===== src/rtl/capture_scope.sv =====
// Logic-analyser capture engine: arms on a UART command or probe edge, records
// DEPTH samples into block RAM at a 2^R clock interval, then streams them out.
module capture_scope #(
  parameter int NUM_CH  = 8,
  parameter int DEPTH   = 256,
  parameter int TRIG_CH = 0
) (
  input  logic              clk,
  input  logic              rst,
  input  logic [NUM_CH-1:0] probe,
  input  logic [7:0]        rx_data,
  input  logic              new_rx_data,
  output logic [7:0]        tx_data,
  output logic              new_tx_data,
  input  logic              tx_busy,
  output logic              busy,
  output logic              armed
);

  localparam int             AW        = $clog2(DEPTH);
  localparam logic [7:0]     HEADER    = 8'hA5;
  localparam logic [AW:0]    LAST_ADDR = (AW+1)'(DEPTH - 1);
  localparam logic [AW:0]    READ_END  = (AW+1)'(DEPTH);

  typedef enum logic [1:0] {
    S_IDLE,
    S_ARMED,
    S_CAPTURE,
    S_DUMP
  } state_t;

  state_t            r_state;
  state_t            w_next;
  logic [NUM_CH-1:0] r_sync1;
  logic [NUM_CH-1:0] r_sync2;
  logic              r_trig_prev;
  logic [3:0]        r_rate;
  logic              r_rise_mode;
  logic [9:0]        r_div;
  logic [AW:0]       r_waddr;
  logic [AW:0]       r_raddr;
  logic              r_hdr_sent;
  logic [1:0]        r_gap;
  logic [7:0]        r_tx_data;
  logic              r_new_tx;
  logic [7:0]        r_rdata;
  logic [7:0]        r_mem [DEPTH];

  logic [7:0]        w_sample;
  logic [9:0]        w_div_max;
  logic              w_abort;
  logic              w_is_digit;
  logic              w_trig_cur;
  logic              w_edge;
  logic              w_we;
  logic              w_capture_done;
  logic              w_send;
  logic              w_dump_done;

  // NOTE: every signal written in always_comb gets a default first, so no path
  // through the block leaves it unassigned and infers a latch.
  always_comb begin
    w_sample             = '0;
    w_sample[NUM_CH-1:0] = r_sync2;
  end

  assign w_div_max      = (10'd1 << r_rate) - 10'd1;
  assign w_abort        = new_rx_data && (rx_data == 8'h78);
  assign w_is_digit     = (rx_data >= 8'h30) && (rx_data <= 8'h39);
  assign w_trig_cur     = r_sync2[TRIG_CH];
  assign w_edge         = r_rise_mode ? (w_trig_cur && !r_trig_prev)
                                      : (!w_trig_cur && r_trig_prev);
  assign w_we           = (r_state == S_CAPTURE) && (r_div == 10'd0);
  assign w_capture_done = w_we && (r_waddr == LAST_ADDR);
  // r_gap keeps tx_busy unsampled for two cycles after a strobe, covering the
  // transmitter's late busy response.
  assign w_send         = (r_state == S_DUMP) && (r_gap == 2'd0) && !tx_busy &&
                          !w_abort && (r_raddr != READ_END);
  assign w_dump_done    = (r_state == S_DUMP) && r_new_tx && (r_raddr == READ_END);

  always_comb begin
    w_next = r_state;
    case (r_state)
      S_IDLE: begin
        if (new_rx_data) begin
          case (rx_data)
            8'h68:        w_next = S_CAPTURE;
            8'h74, 8'h66: w_next = S_ARMED;
            default:      ;
          endcase
        end
      end
      S_ARMED:   if (w_edge)         w_next = S_CAPTURE;
      S_CAPTURE: if (w_capture_done) w_next = S_DUMP;
      S_DUMP:    if (w_dump_done)    w_next = S_IDLE;
      default:                       w_next = S_IDLE;
    endcase
    if (w_abort) w_next = S_IDLE;
  end

  // NOTE: clocked state uses non-blocking assignments so every flop samples
  // the pre-edge values regardless of statement order.
  always_ff @(posedge clk or negedge rst) begin
    if (!rst) begin
      r_sync1     <= '0;
      r_sync2     <= '0;
      r_trig_prev <= 1'b0;
    end else begin
      r_sync1     <= probe;
      r_sync2     <= r_sync1;
      r_trig_prev <= r_sync2[TRIG_CH];
    end
  end

  always_ff @(posedge clk or negedge rst) begin
    if (!rst) begin
      r_state     <= S_IDLE;
      r_rate      <= 4'd0;
      r_rise_mode <= 1'b1;
    end else begin
      r_state <= w_next;
      if ((r_state == S_IDLE) && new_rx_data) begin
        if (w_is_digit)              r_rate      <= rx_data[3:0];
        if (rx_data == 8'h74)        r_rise_mode <= 1'b1;
        else if (rx_data == 8'h66)   r_rise_mode <= 1'b0;
      end
    end
  end

  always_ff @(posedge clk or negedge rst) begin
    if (!rst) begin
      r_div   <= '0;
      r_waddr <= '0;
    end else if (r_state != S_CAPTURE) begin
      r_div   <= '0;
      r_waddr <= '0;
    end else begin
      r_div <= (r_div == w_div_max) ? 10'd0 : r_div + 10'd1;
      if (w_we) r_waddr <= (r_waddr == LAST_ADDR) ? '0 : r_waddr + 1'b1;
    end
  end

  always_ff @(posedge clk or negedge rst) begin
    if (!rst) begin
      r_raddr    <= '0;
      r_hdr_sent <= 1'b0;
      r_gap      <= 2'd0;
      r_tx_data  <= 8'h00;
      r_new_tx   <= 1'b0;
    end else begin
      r_new_tx <= w_send;
      if (r_state != S_DUMP) begin
        r_raddr    <= '0;
        r_hdr_sent <= 1'b0;
        r_gap      <= 2'd0;
      end else begin
        if (r_gap != 2'd0) r_gap <= r_gap - 2'd1;
        if (w_send) begin
          r_gap <= 2'd2;
          if (!r_hdr_sent) begin
            r_hdr_sent <= 1'b1;
            r_tx_data  <= HEADER;
          end else begin
            r_raddr   <= r_raddr + 1'b1;
            r_tx_data <= r_rdata;
          end
        end
      end
    end
  end

  // NOTE: the sample buffer has no reset so it maps onto block RAM; its
  // contents are never read before being written by a capture.
  always_ff @(posedge clk) begin
    if (w_we) r_mem[r_waddr[AW-1:0]] <= w_sample;
    r_rdata <= r_mem[r_raddr[AW-1:0]];
  end

  assign tx_data     = r_tx_data;
  assign new_tx_data = r_new_tx;
  assign busy        = (r_state != S_IDLE);
  assign armed       = (r_state == S_ARMED);

endmodule

===== config.mk =====
export PLATFORM = sky130hd
export DESIGN_NAME = capture_scope
export DESIGN_NICKNAME = d
export VERILOG_FILES = /design/src/rtl/capture_scope.sv
export SDC_FILE = /design/constraint.sdc
export NUM_CORES = 2
export LEC_CHECK = 0
export ABC_CLOCK_PERIOD_IN_PS = 4300
export BUFFER_PORTS_ARGS = -buffer_cell sky130_fd_sc_hd__buf_2
export CORE_UTILIZATION = 57
export DETAILED_ROUTE_END_ITERATION = 10
export GPL_TIMING_DRIVEN = 0
export PLACE_DENSITY_LB_ADDON = 0.1
export SETUP_SLACK_MARGIN = 0.3
export SYNTH_ARGS = -nofsm -noshare
export SYNTH_HDL_FRONTEND = slang
export SYNTH_SLANG_ARGS = --single-unit

===== constraint.sdc =====
create_clock -name clk -period 4.3 [get_ports clk]
set_input_delay 0.86 -clock clk [delete_from_list [all_inputs] [get_ports clk]]
set_output_delay 0.86 -clock clk [all_outputs]
set_load 0.02 [all_outputs]

==> results.md <==
- Die area: 0.145 mm^2
- ANT nets after route: 0
- CTS tree: built
- Fmax achieved: 242 MHz
- Critical path required time: 4770 ps
- Critical path class: register to register
- Top cell type's share of synthesized area: 75.4%
- Drt wl/cell: 40.1 um
- Int Pwr: 33.5 mW
- Vias in the first global route: 42200
- Synth Flop Type: edfxtp_1
- Worst path arrival time: 4600 ps
- Area delta synth->final: 12.7%
- Syn Area/Cell: 21.0 um^2
- DRT iter0 DRCs: 6842
- Layout Nets: 4198
- Vias per Instance: 6.99
- Number of max-slew violations in the final report: 11
- CP Launch Type: register
- Endpoints failing setup: 0
- Share of layout cells above drive strength 1: 24.5%
- Post-synthesis cell count: 3887
- Power per cell area: 469 mW/mm^2
- Sequential power share: 53.4%
- IO Count: 31
- Tcrit/Tclk final: 96.1%
- RSZ-0062 raised after global routing: true
- Status: finished with violations
- Total placed cells including tap cells: 5835
- YS warnings: 0
- Final Hold Fails: 0
- Fraction of the yosys area taken by sequential cells: 77.5%
- Final GP Congestion: 0.991
- Synth area leaders: edfxtp_1 75%, mux4_2 14%, a22oi_1 2.2%
- Die span in x: 380 um
- Top cell type by total area after synthesis: edfxtp_1
- Hold Path Class: input port to register
- Clock skew: 43.5 ps
- Root Buffer: clkbuf_16
- Max-cap violations: 1
- IO Port Bufs: 30
- CTS buffer count: 208
- Worst rel slew slack: -0.499%
- Fin cells: 6232
- Die height: 380 um
- Pre-Repair DR Iteration Count: 6
- Filler instances: 9437
- Htree depth: 4
- Synth unique cells: 59
- Overall Global Routing Usage: 34.9%
- Violations in the final reports: capacitance limit, slew limit
- DP HPWL: 166000 um
- Syn nets: 3922
- Clock sink total: 2120
- Worst-Margin Slew: 1510 ps
- FF+latch count, synth: 2120
- Final Power: 43.2 mW
- Antenna violations before repair: 4
- Async set-reset flop share out of synthesis: 3.02%
- Leak pwr: 28.0 nW
- CORE AREA: 0.142 mm^2
- Switching Share: 22.3%
- Pin count of the biggest net entering global routing: 96
- Psw: 9.63 mW
- CP Capture Type: register
- Routed WL: 250000 um
- Combinational Power Share: 5.0%
- Clock transition at path regs: 60 ps
- Crit path max fanout: 8
- Row count: 138
- Initial core utilization: 57.6%
- Vias: 43600
- EDFF count, synth: 2048
- Worst VDD drop: 0.604 mV
- Global route overflow: 0
- CTS max path bufs: 3
- Period minus WS final: 4130 ps
- Clock network power share: 41.6%
- Synth Cell Area: 0.0816 mm^2
- First-pass GRT wire length: 339000 um
- Clk_lat worst skew: 870 ps
- DRC violations left: 0
[state kept, by name (all words and copies together) (netlist names)]
register / flops
r_mem: 2048
r_div: 10
r_raddr: 9
r_waddr: 9
r_rdata: 8
r_sync1: 8
r_sync2: 8
tx_data: 8
r_rate: 4
r_gap: 2
r_state: 2
new_tx_data: 1
r_hdr_sent: 1
r_rise_mode: 1
r_trig_prev: 1
[Yosys cell counts, types with 14 or more instances]
master    number
nor2_1       293
edfxtp_1    2048
dfrtp_1       63
nand2_1       76
clkbuf_1     119
nor4_1        33
buf_6         16
a21oi_1      124
nand3_1       21
inv_1         20
a22oi_1      240
o22ai_1       14
mux2i_1       15
buf_4         14
buf_2         55
mux4_2       505
buf_1         33
o21ai_0       30
ha_1          15
[kinds of logic (layout without fill, tap and decap cells)]
logic type | after synthesis | in the layout | share of synthesized area (%)
flip-flops | 2120 | 2120 | 77.5
multiplexers | 526 | 526 | 14.2
AND/OR/NAND/NOR | 498 | 498 | 2.66
AO/OA/AOI/OAI | 447 | 447 | 3.66
buffers and inverters | 258 | 708 | 1.48
XOR/XNOR | 23 | 23 | 0.247
adder cells (fa/ha/maj) | 15 | 15 | 0.230
other | 0 | 5 | 0
[final cells by class]
| type | instances | area [um^2] | share of cell area (%) |
|---|---|---|---|
| flip-flops and latches | 2120 | 63300 | 68.8 |
| multi-input cells | 1509 | 17400 | 18.9 |
| clock buffers | 263 | 5430 | 5.91 |
| well taps | 1890 | 2360 | 2.57 |
| plain buffers | 237 | 1230 | 1.34 |
| clock inverters | 121 | 1220 | 1.32 |
| repair buffers | 66 | 966 | 1.05 |
| inverters | 21 | 78.8 | 0.0857 |
| diodes | 5 | 12.5 | 0.0136 |
[worst max-delay path, cell delays in order, from the launching register on]
cell,delay [ps]
dfrtp_1,410
inv_1,130
ha_1,160
clkbuf_1,430
nand2_1,320
nor3b_2,700
nand3_1,540
nor2_1,1070
[layer usage]
| layer | part of all wire [%] | global-route usage [%] |
|---|---|---|
| met2 | 45 | 51.2 |
| met3 | 14 | 11.7 |
| met5 | 0.0060 | 0 |
| met1 | 35 | 46.2 |
| met4 | 6.6 | 19.6 |
[through the flow]
step           setup slack (ps)  util [%]  setup TNS (ps)  cell area (um^2)  hold WS [ps]
2_1_floorplan               331         -               0             81600           331
3_3_place_gp              -3570      59.3        -5764960             84100           334
3_5_place_dp               -482      59.9           -4000             84900           337
4_1_cts                     170      64.7               0             91800          75.6
5_1_grt                     120      64.9               0             92000          99.5
6_report                    169      64.9               0             92000           110
[what timing repair did]
item / 4_1_cts / 5_1_grt
buffers inserted: 2 / 3
hold endpoints to repair: 17 / 0
endpoints found under the setup margin: 1082 / 412
cloned: 0 / 0
gates resized for setup: 48 / 69
pin swaps: 1 / 0
hold buffers: 1 / 0
[power groups by stage]
stage	clock network, mW	registers, mW	logic, mW
3_3_place_gp	0	23.8	1.65
6_report	18.0	23.0	2.15
2_1_floorplan	0	23.6	0.949
4_1_cts	18.0	23.0	2.06
3_5_place_dp	0	23.5	2.02
5_1_grt	18.7	23.0	2.23
[final timing paths]
| path | cells past startpoint | from | endpoint | slack, ps |
|---|---|---|---|---|
| max | 7 | r_state[0] | r_mem[179][6] | 170 |
| min in group asynchronous | 2 | rst | r_sync1[7] | 430 |
| max reg2reg | 7 | r_state[0] | r_mem[179][6] | 170 |
| min | 1 | probe[7] | r_sync1[7] | 110 |
| min reg2reg | 0 | r_sync1[2] | r_sync2[2] | 350 |
| max in group asynchronous | 3 | rst | r_rise_mode | 3270 |
[cells in the final DEF, fill, tap and decap left out, types with 10 or more instances in the layout]
cell type and n:
a21oi_1 123, a22oi_1 237, and2_1 10, buf_1 20, buf_16 24, buf_2 84
buf_4 22, buf_6 16, bufinv_16 19, clkbuf_1 142, clkbuf_16 209, clkbuf_2 34
clkinv_1 60, clkinv_2 25, dfrtp_1 55, edfxtp_1 2048, ha_1 15, inv_1 20
mux2i_1 15, mux4_2 505, nand2_1 76, nand3_1 21, nand4_1 10, nor2_1 234
nor2_2 57, nor2b_1 10, nor3_1 12, nor4_1 25, o21ai_0 30, o22ai_1 14
xnor2_1 10, xor2_1 13
Power figures use the tool's default switching activity.
